`src/rtl/riscv_mc_pkg.sv`:
```
// Shared types for the multi-cycle RISC-V control sequencer.
// Holds the state encoding, opcode map, mux-select encodings and the strobe bundle.
package riscv_mc_pkg;

  typedef enum logic [2:0] {
    ST_IDLE   = 3'd0,
    ST_FETCH  = 3'd1,
    ST_DECODE = 3'd2,
    ST_EXEC   = 3'd3,
    ST_MEM    = 3'd4,
    ST_WB     = 3'd5,
    ST_ERR    = 3'd6
  } state_e;

  localparam logic [6:0] OP_R      = 7'b0110011;
  localparam logic [6:0] OP_IMM    = 7'b0010011;
  localparam logic [6:0] OP_LOAD   = 7'b0000011;
  localparam logic [6:0] OP_STORE  = 7'b0100011;
  localparam logic [6:0] OP_BRANCH = 7'b1100011;
  localparam logic [6:0] OP_JAL    = 7'b1101111;
  localparam logic [6:0] OP_JALR   = 7'b1100111;
  localparam logic [6:0] OP_LUI    = 7'b0110111;
  localparam logic [6:0] OP_AUIPC  = 7'b0010111;

  localparam logic [1:0] NPC_PC4 = 2'b00;
  localparam logic [1:0] NPC_IMM = 2'b01;
  localparam logic [1:0] NPC_ALU = 2'b10;

  localparam logic [1:0] WD_NONE = 2'b00;
  localparam logic [1:0] WD_ALU  = 2'b01;
  localparam logic [1:0] WD_MEM  = 2'b10;
  localparam logic [1:0] WD_PC   = 2'b11;

  typedef enum logic [3:0] {
    C_R, C_IMM, C_LOAD, C_STORE, C_BRANCH, C_JAL, C_JALR, C_LUI, C_AUIPC, C_BAD
  } op_class_e;

  typedef struct packed {
    logic       imem_req;
    logic       dmem_req;
    logic       dmem_we;
    logic       pc_wr;
    logic       ir_wr;
    logic       rf_wr;
    logic       asel;
    logic       bsel;
    logic [1:0] npc_sel;
    logic [1:0] wd_sel;
  } ctrl_t;

  function automatic op_class_e classify(input logic [6:0] op);
    case (op)
      OP_R:      classify = C_R;
      OP_IMM:    classify = C_IMM;
      OP_LOAD:   classify = C_LOAD;
      OP_STORE:  classify = C_STORE;
      OP_BRANCH: classify = C_BRANCH;
      OP_JAL:    classify = C_JAL;
      OP_JALR:   classify = C_JALR;
      OP_LUI:    classify = C_LUI;
      OP_AUIPC:  classify = C_AUIPC;
      default:   classify = C_BAD;
    endcase
  endfunction

endpackage

```
`src/rtl/riscv_mc_sequencer_if.sv`:
```
// Instruction/data memory request-acknowledge handshake between sequencer and memories.
interface riscv_mc_sequencer_if;
  logic imem_req;
  logic imem_ack;
  logic dmem_req;
  logic dmem_we;
  logic dmem_ack;

  modport master (output imem_req, dmem_req, dmem_we, input imem_ack, dmem_ack);
  modport slave  (input imem_req, dmem_req, dmem_we, output imem_ack, dmem_ack);
endinterface

```
`src/rtl/riscv_mc_wait_timer.sv`:
```
// Counts request cycles that go unacknowledged; expired flags the MAX_WAIT-th such cycle.
module riscv_mc_wait_timer #(
  parameter int MAX_WAIT = 16
) (
  input  logic clk,
  input  logic rst,
  input  logic clear,
  input  logic enable,
  output logic expired
);
  localparam int CW = (MAX_WAIT > 1) ? $clog2(MAX_WAIT) : 1;

  logic [CW-1:0] cnt;

  // Combinational so the caller can still let a same-cycle ack take priority.
  assign expired = enable && (cnt == CW'(MAX_WAIT - 1));

  always_ff @(posedge clk or negedge rst) begin
    if (!rst)                    cnt <= '0;
    else if (clear)              cnt <= '0;
    else if (enable && !expired) cnt <= cnt + CW'(1);
  end
endmodule

```
`src/rtl/riscv_mc_sequencer.sv`:
```
// Multi-cycle RISC-V control FSM: fetch/decode/exec/mem/writeback with memory timeouts,
// a sticky error state and a retired-instruction counter.
module riscv_mc_sequencer
  import riscv_mc_pkg::*;
#(
  parameter int MAX_WAIT = 16,
  parameter int CNT_W    = 32
) (
  input  logic                    clk,
  input  logic                    rst,
  input  logic [6:0]              opcode,
  input  logic [2:0]              func3,
  input  logic                    zero,
  riscv_mc_sequencer_if.master    bus,
  output logic                    pc_wr,
  output logic                    ir_wr,
  output logic                    rf_wr,
  output logic                    asel,
  output logic                    bsel,
  output logic [1:0]              npc_sel,
  output logic [1:0]              wd_sel,
  output logic                    err,
  output logic [2:0]              state,
  output logic [CNT_W-1:0]        instret
);
  state_e    st, st_nxt;
  op_class_e cls;
  ctrl_t     c;
  logic      req, ack, expired, taken, retire;
  logic      unused_f3;

  assign cls       = classify(opcode);
  assign taken     = zero ^ func3[0];
  assign unused_f3 = ^func3[2:1];

  // Acks only count while the matching request is actually being driven.
  assign req = (st == ST_FETCH) || (st == ST_MEM);
  assign ack = ((st == ST_FETCH) && bus.imem_ack) || ((st == ST_MEM) && bus.dmem_ack);

  riscv_mc_wait_timer #(.MAX_WAIT(MAX_WAIT)) u_timer (
    .clk     (clk),
    .rst     (rst),
    .clear   (st_nxt != st),
    .enable  (req && !ack),
    .expired (expired)
  );

  always_ff @(posedge clk or negedge rst) begin
    if (!rst) st <= ST_IDLE;
    else      st <= st_nxt;
  end

  always_comb begin
    st_nxt = st;
    case (st)
      ST_IDLE:   st_nxt = ST_FETCH;
      ST_FETCH: begin
        if (ack)          st_nxt = ST_DECODE;
        else if (expired) st_nxt = ST_ERR;
      end
      ST_DECODE: st_nxt = (cls == C_BAD) ? ST_ERR : ST_EXEC;
      ST_EXEC: begin
        case (cls)
          C_BRANCH:         st_nxt = ST_FETCH;
          C_LOAD, C_STORE:  st_nxt = ST_MEM;
          C_BAD:            st_nxt = ST_ERR;
          default:          st_nxt = ST_WB;
        endcase
      end
      ST_MEM: begin
        if (ack)          st_nxt = (cls == C_STORE) ? ST_FETCH : ST_WB;
        else if (expired) st_nxt = ST_ERR;
      end
      ST_WB:     st_nxt = ST_FETCH;
      default:   st_nxt = ST_ERR;
    endcase
  end

  always_comb begin
    c = '0;
    case (st)
      ST_FETCH: begin
        c.imem_req = 1'b1;
        if (ack) begin
          c.ir_wr   = 1'b1;
          c.pc_wr   = 1'b1;
          c.npc_sel = NPC_PC4;
        end
      end
      ST_EXEC: begin
        c.asel = (cls == C_BRANCH) || (cls == C_JAL) || (cls == C_AUIPC);
        c.bsel = (cls != C_R) && (cls != C_BRANCH) && (cls != C_BAD);
        if (cls == C_BRANCH) begin
          c.pc_wr   = taken;
          c.npc_sel = NPC_IMM;
        end
      end
      ST_MEM: begin
        c.dmem_req = 1'b1;
        c.dmem_we  = (cls == C_STORE);
      end
      ST_WB: begin
        c.rf_wr = 1'b1;
        case (cls)
          C_LOAD:  c.wd_sel = WD_MEM;
          C_JAL: begin
            c.wd_sel  = WD_PC;
            c.pc_wr   = 1'b1;
            c.npc_sel = NPC_IMM;
          end
          C_JALR: begin
            c.wd_sel  = WD_PC;
            c.pc_wr   = 1'b1;
            c.npc_sel = NPC_ALU;
          end
          default: c.wd_sel = WD_ALU;
        endcase
      end
      default: c = '0;
    endcase
  end

  assign bus.imem_req = c.imem_req;
  assign bus.dmem_req = c.dmem_req;
  assign bus.dmem_we  = c.dmem_we;
  assign pc_wr        = c.pc_wr;
  assign ir_wr        = c.ir_wr;
  assign rf_wr        = c.rf_wr;
  assign asel         = c.asel;
  assign bsel         = c.bsel;
  assign npc_sel      = c.npc_sel;
  assign wd_sel       = c.wd_sel;
  assign err          = (st == ST_ERR);
  assign state        = st;

  // Retire points: resolved branch, acknowledged store, and every writeback.
  assign retire = ((st == ST_EXEC) && (cls == C_BRANCH)) ||
                  ((st == ST_MEM) && ack && (cls == C_STORE)) ||
                  (st == ST_WB);

  always_ff @(posedge clk or negedge rst) begin
    if (!rst)        instret <= '0;
    else if (retire) instret <= instret + CNT_W'(1);
  end
endmodule

```
`src/flat_wrapper.sv`:
```
// flat-port wrapper written by rule: the top's interface ports become plain ports
module riscv_mc_sequencer_flat import riscv_mc_pkg::*;
#(
  parameter int MAX_WAIT = 16,
  parameter int CNT_W    = 32
)
  (clk, rst, opcode, func3, zero, pc_wr, ir_wr, rf_wr, asel, bsel, npc_sel, wd_sel, err, state, instret, bus_imem_req, bus_dmem_req, bus_dmem_we, bus_imem_ack, bus_dmem_ack);
  riscv_mc_sequencer_if bus_i ();
  input  logic clk;
  input  logic rst;
  input  logic [6:0] opcode;
  input  logic [2:0] func3;
  input  logic zero;
  output logic pc_wr;
  output logic ir_wr;
  output logic rf_wr;
  output logic asel;
  output logic bsel;
  output logic [1:0] npc_sel;
  output logic [1:0] wd_sel;
  output logic err;
  output logic [2:0] state;
  output logic [CNT_W-1:0] instret;
  output wire logic [$bits(bus_i.imem_req)-1:0] bus_imem_req;
  output wire logic [$bits(bus_i.dmem_req)-1:0] bus_dmem_req;
  output wire logic [$bits(bus_i.dmem_we)-1:0] bus_dmem_we;
  input wire logic [$bits(bus_i.imem_ack)-1:0] bus_imem_ack;
  input wire logic [$bits(bus_i.dmem_ack)-1:0] bus_dmem_ack;
  assign bus_imem_req = bus_i.imem_req;
  assign bus_dmem_req = bus_i.dmem_req;
  assign bus_dmem_we = bus_i.dmem_we;
  assign bus_i.imem_ack = bus_imem_ack;
  assign bus_i.dmem_ack = bus_dmem_ack;
  riscv_mc_sequencer #(.MAX_WAIT(MAX_WAIT), .CNT_W(CNT_W)) u_core (.clk(clk), .rst(rst), .opcode(opcode), .func3(func3), .zero(zero), .bus(bus_i), .pc_wr(pc_wr), .ir_wr(ir_wr), .rf_wr(rf_wr), .asel(asel), .bsel(bsel), .npc_sel(npc_sel), .wd_sel(wd_sel), .err(err), .state(state), .instret(instret));
endmodule
```
`config.mk`:
```
export PLATFORM = sky130hd
export DESIGN_NAME = riscv_mc_sequencer_flat
export DESIGN_NICKNAME = d
export VERILOG_FILES = /design/src/rtl/riscv_mc_pkg.sv /design/src/rtl/riscv_mc_sequencer_if.sv /design/src/rtl/riscv_mc_wait_timer.sv /design/src/rtl/riscv_mc_sequencer.sv /design/src/flat_wrapper.sv
export SDC_FILE = /design/constraint.sdc
export NUM_CORES = 1
export LEC_CHECK = 0
export ABC_AREA = 1
export CAP_MARGIN = 20
export CORE_MARGIN = 2
export CORE_UTILIZATION = 51
export CTS_CLUSTER_DIAMETER = 30
export DETAILED_ROUTE_END_ITERATION = 12
export PLACE_DENSITY = 0.83
export SETUP_SLACK_MARGIN = 0.2
export SYNTH_ARGS = -nofsm -noshare
export SYNTH_HDL_FRONTEND = slang
export SYNTH_SLANG_ARGS = --single-unit
```
`constraint.sdc`:
```
create_clock -name clk -period 3.6 [get_ports clk]
set_clock_uncertainty 0.15 [all_clocks]
set_input_delay 0.54 -clock clk [delete_from_list [all_inputs] [get_ports clk]]
set_output_delay 0.54 -clock clk [all_outputs]
set_load 0.05 [all_outputs]
```
Yosys cells after proc, flatten, opt, wreduce, memory -nomap -nowiden
Cells that the tools add are included.
Widths: inputs -> output; s select.
{"block": "totals", "output_inout_bits": 48, "regBits": 39, "word_cells": 80, "inputBits": 15}
{"block": "op_classes", "eq_ne": 26, "reduce_logical": 24, "bitwise_logic": 1, "n_addsub": 2, "mux": 24}
{"op": "$pmux 4 s9", "count": 1}
{"op": "$add 32x1->32 const B", "count": 1}
{"op": "$eq 7x6->1 const B", "count": 3}
{"op": "$eq 7x7->1 const B", "count": 3}
{"op": "$mux 3", "count": 5}
{"op": "$pmux 3 s5", "count": 1}
{"op": "$eq 7x5->1 const B", "count": 2}
{"op": "$eq 4x3->1 const B", "count": 3}
{"op": "$eq 4x4->1 const B", "count": 3}
{"op": "$pmux 2 s2", "count": 3}
{"op": "$logic_and 1x1->1", "count": 10}
{"op": "$eq 3x3->1 const B", "count": 3}
{"op": "$pmux 3 s3", "count": 1}
{"op": "$eq 4x2->1 const B", "count": 2}
{"op": "$mux 2", "count": 4}
{"op": "$mux 4", "count": 2}
{"op": "$eq 7x2->1 const B", "count": 1}
{"op": "$eq 3x2->1 const B", "count": 2}
{"op": "$logic_or 1x1->1", "count": 6}
{"op": "$mux 1", "count": 6}
{"op": "$reduce_or 2->1", "count": 3}
{"op": "$add 4x1->4 const B", "count": 1}
{"op": "$ne 4x3->1 const B", "count": 1}
{"op": "$ne 4x4->1 const B", "count": 1}
{"op": "other kinds (8)", "count": 9}

Depth between registers and ports, before layout
{"block": "depth", "word_depth": 11, "ltp_mapped": 13, "ltp_nobuf": 13}

Cells and area by module
A second synthesis with hierarchy kept.
{"block": "hier_totals", "hier_cells": 389, "hier_area_um2": 2725.1}
{"mod": "riscv_mc_sequencer", "n_inst": 1, "cells_each": 359, "area_per_inst_um2": 2493.6, "seq_area_each_um2": 875.8}
{"mod": "riscv_mc_wait_timer", "n_inst": 1, "cells_each": 30, "area_per_inst_um2": 231.5, "seq_area_each_um2": 100.1}

Worst setup path before layout
No wires, ideal clock.
{"block": "synth_timing", "path_kind": "reg-to-output", "from": "reg u_core.st[2], in the netlist u_core.state[2]", "to": "out wd_sel[1]", "slack_ns": -0.507, "stages_incl_launch_ff": 6, "path_buffers": 1, "t_arrival_ns": 3.417, "required_time_ns": 2.910, "path_cell_list": "dfrtp_1 > buf_4 > nand3_1 > nor4_1 > a31oi_1 > o21ai_0"}
{"block": "synth_via", "elab_chain_cells": 2}
{"element": "from (decl)", "line_no": "riscv_mc_sequencer.sv:26", "rtl": "state_e st, st_nxt;"}
{"element": "from (signal assigned)", "line_no": "riscv_mc_sequencer.sv:50", "rtl": "else st <= st_nxt;"}
{"element": "$eq 3x3->1", "line_no": "riscv_mc_sequencer.sv:81", "rtl": "case (st)"}
{"element": "$mux 2", "line_no": "riscv_mc_sequencer.sv:81"}
{"element": "to (decl)", "line_no": "flat_wrapper.sv:20", "rtl": "output logic [1:0] wd_sel;"}
No other way between the ends.

Final worst setup path
{"block": "layout_timing", "from": "in opcode[1]", "to": "out wd_sel[1]"}
{"block": "layout_via", "elab_chain_cells": 6, "word_cells_on_any_way": 16, "classes_between": "eq/ne: 12; mux: 3; reduce/logical: 1"}
{"element": "from (decl)", "line_no": "flat_wrapper.sv:11", "rtl": "input logic [6:0] opcode;"}
{"element": "$eq 7x5->1, or another cell as far along", "line_no": "riscv_mc_pkg.sv:52", "rtl": "case (op)"}
{"element": "$pmux 4 s9 *", "line_no": "riscv_mc_pkg.sv:52"}
{"element": "$eq 4x3->1", "line_no": "riscv_mc_sequencer.sv:104", "rtl": "case (cls)"}
{"element": "$reduce_or 2->1 (no line)"}
{"element": "$pmux 2 s2 *", "line_no": "riscv_mc_sequencer.sv:104"}
{"element": "$mux 2 *", "line_no": "riscv_mc_sequencer.sv:81"}
Every way passes the cells marked *; elsewhere a longest branch is shown, timed or not.

==> results.sh <==
export IMPL_outcome="complete, no violations"
export IMPL_syn_area_per_cell_um2=7.36
export IMPL_final_setup_viol_count=0
export IMPL_grt_pass1_vias=2354
export IMPL_layout_common_cells="94 x nand2_1, 54 x clkdlybuf4s50_1, 47 x inv_1"
export IMPL_holdBufCountCts=0
export IMPL_routedWlPerCell_um=13.1
export IMPL_drt_vias_per_instance=5.24
export IMPL_synth_top_family_by_area="simple AND/OR/NAND/NOR gates"
export IMPL_routed_wl_mm=6.35
export IMPL_path_class="primary input to output pin"
export IMPL_synth_compound_area_share_pct=3.78
export IMPL_worst_path_max_fanout=6
export IMPL_synth_area_mux_share_pct=0
export IMPL_grt_overflow_total=0
export IMPL_grt_setup_unrepaired="false"
export IMPL_period_minus_slack_ns=3.19
export IMPL_numCtsBuffers=5
export IMPL_max_stage_delay_ns=0.45
export IMPL_cp_buffers_inverters=2
export IMPL_yosysSeqAreaShare_pct=37.8
export IMPL_cp_top_family="simple AND/OR/NAND/NOR gates"
export IMPL_crit_path_frequent_cell="nand2_1"
export IMPL_grt_use_total_pct=24.0
export IMPL_layout_commonest_cell="nand2_1"
export IMPL_slew_violations=0
export IMPL_grt_pass1_wl_mm=10.6
export IMPL_leakagePower_nw=1.63
export IMPL_vias=2537
export IMPL_gp_congestion=0.877
export IMPL_cts_sinks=39
export IMPL_cap_violations=0
export IMPL_regToRegSetupSlack_ns=1.38
export IMPL_syn_nets=368
export IMPL_synth_cell_types=32
export IMPL_synth_area_um2=2580
export IMPL_grt_max_degree=40
export IMPL_antenna_found_initial=0
export IMPL_crit_slowest_cell="clkdlybuf4s50_1"
export IMPL_path_cells="clkdlybuf4s50_1 > nand2_1 > nor2_2 > nand2_1 > nand2_1 > nor2_1 > nand2_1 > nand2_1 > a31oi_1 > o21ai_0 > buf_4"
export IMPL_hpwl_mm=4.90
export IMPL_required_ns=2.91
export IMPL_cp_arrival_ns=2.50
export IMPL_ioPinCount=63
export IMPL_min_path_type="primary input to async pin"
export IMPL_clk_path_buf_depth=2
export IMPL_worst_ir_drop_vdd_mv=0.353
export IMPL_final_fill_count=422
export IMPL_clkTransAtPathRegs_ns=0.07
export IMPL_period_share_pct=88.6
export IMPL_dieArea_um2=5650
export IMPL_ys_async_sr_fraction_pct=100
export IMPL_synth_simple_area_share_pct=39.4
export IMPL_end_kind="output pin"
export IMPL_drt_iter0_markers=184
export IMPL_portBuffers=60
export IMPL_htree_levels=2
export IMPL_cp_start_kind="primary input"
export IMPL_final_nets=433
export IMPL_core_um2=4820
export IMPL_relSlewSlack_pct=42.2
export IMPL_num_rows=25
export IMPL_worst_slew_pin_slew_ns=0.867
export IMPL_firstDrtPassIters=4
export IMPL_ys_warn_count=0
export IMPL_hold_viol_final=0
export IMPL_drc=0
export IMPL_start_util_pct=53.6
export IMPL_fmaxAchievable_mhz=314
export IMPL_ant_nets=0
export IMPL_layout_drive_gt1_share_pct=7.91
export IMPL_fin_ws_ns=0.412
export IMPL_n_antenna_cell=0
export IMPL_tns_ns=0
export IMPL_finalInstanceArea_um2=3390
export IMPL_synth_edf_count=0
export IMPL_place_area_um2=3270
export IMPL_multiInputGateArea_um2=1430
export IMPL_cts_tree="yes"
export IMPL_dp_slack_ns=0.368
export IMPL_ys_flop_type="dfrtp_1"
export IMPL_die_h_um=75.2
export IMPL_syn_to_final_growth_pct=31.1
export IMPL_synth_xor_area_share_pct=10.5
export IMPL_clock_latency_ns=0.29
export IMPL_root_buffer="clkbuf_8"
export IMPL_power_density_nw_per_um2=368
export IMPL_synthAdderAreaFrac_pct=0.969
export IMPL_final_seq_area_um2=976
export IMPL_ys_ff_latch=39
export IMPL_die_x_um=75.2
export IMPL_synth_cells=351
-- registers in the layout, summed over array words and instances, names as in the netlist --
signal              cells
u_core.instret         32
u_core.state            3
u_core.u_timer.cnt      4
-- what timing repair did --
| item | 4_1_cts | 5_1_grt |
|---|---|---|
| buffers inserted | 0 | 0 |
| resized for setup | 0 | 1 |
| endpoints found under the setup margin | 0 | 2 |
-- cell type report --
cell class,instances,share of cell area [%]
clock buffers,6,2.44
clock inverters,2,1.03
inverters,49,5.43
multi-input cells,261,42.2
flip-flops and latches,39,28.8
well taps,67,2.48
repair buffers,60,17.6
-- synth_stat cells, drive strengths merged, types with 2 or more instances --
cell type | count | area share (%)
nand2 | 99 | 15
dfrtp | 39 | 38
ha | 2 | 0.97
inv | 49 | 7.1
nand3 | 29 | 6.3
nor3 | 16 | 3.7
xnor2 | 5 | 1.7
a21oi | 2 | 0.39
nor2 | 40 | 7.2
nor4 | 5 | 1.2
o21ai | 8 | 1.5
xor2 | 26 | 8.8
nand4 | 19 | 4.6
nand3b | 3 | 0.87
-- metal layers --
metal,share of wire (%),track usage (%),vias up
li1,-,-,1274
met1,46,33.0,1205
met2,48,39.8,53
met3,4.6,4.42,5
met4,1.1,5.46,0
met5,0,0,-
-- per-stage QoR --
stage / hold slack [ns] / instances / power, mW / util (%)
after floorplan: 0.0944 / 351 / 0.765 / -
final: 0.211 / 484 / 1.25 / 70.3
after CTS: 0.230 / 484 / 1.26 / 70.3
after detailed placement: 0.357 / 476 / 0.882 / 67.8
after global routing: 0.282 / 484 / 1.32 / 70.3
after global placement: 0.351 / 476 / 0.874 / 67.8
-- logic make-up after synthesis --
kind of cell             count (synthesis)
AND/OR/NAND/NOR                        212
flip-flops                              39
buffers and inverters                   51
XOR/XNOR                                31
adder cells (fa/ha/maj)                  2
AO/OA/AOI/OAI                           16
-- power breakdown --
part / leakage (nW) / switching (mW) / total, mW / internal (mW)
clock network: 0.0612 / 0.150 / 0.374 / 0.224
registers: 0.490 / 0.0476 / 0.506 / 0.459
logic: 1.08 / 0.248 / 0.367 / 0.119
-- worst paths after layout --
| kind | to | cells after the start | from |
|---|---|---|---|
| min in group clk | u_core.instret[9] | 1 | u_core.instret[9] |
| hold / removal | u_core.u_timer.cnt[3] | 1 | rst |
| hold reg to reg | u_core.instret[9] | 1 | u_core.instret[9] |
| setup / recovery | wd_sel[1] | 11 | opcode[1] |
| max in group asynchronous | u_core.instret[3] | 1 | rst |
| setup reg to reg | u_core.instret[22] | 7 | u_core.state[2] |
Note: power is estimated with default switching activity, not from simulation.
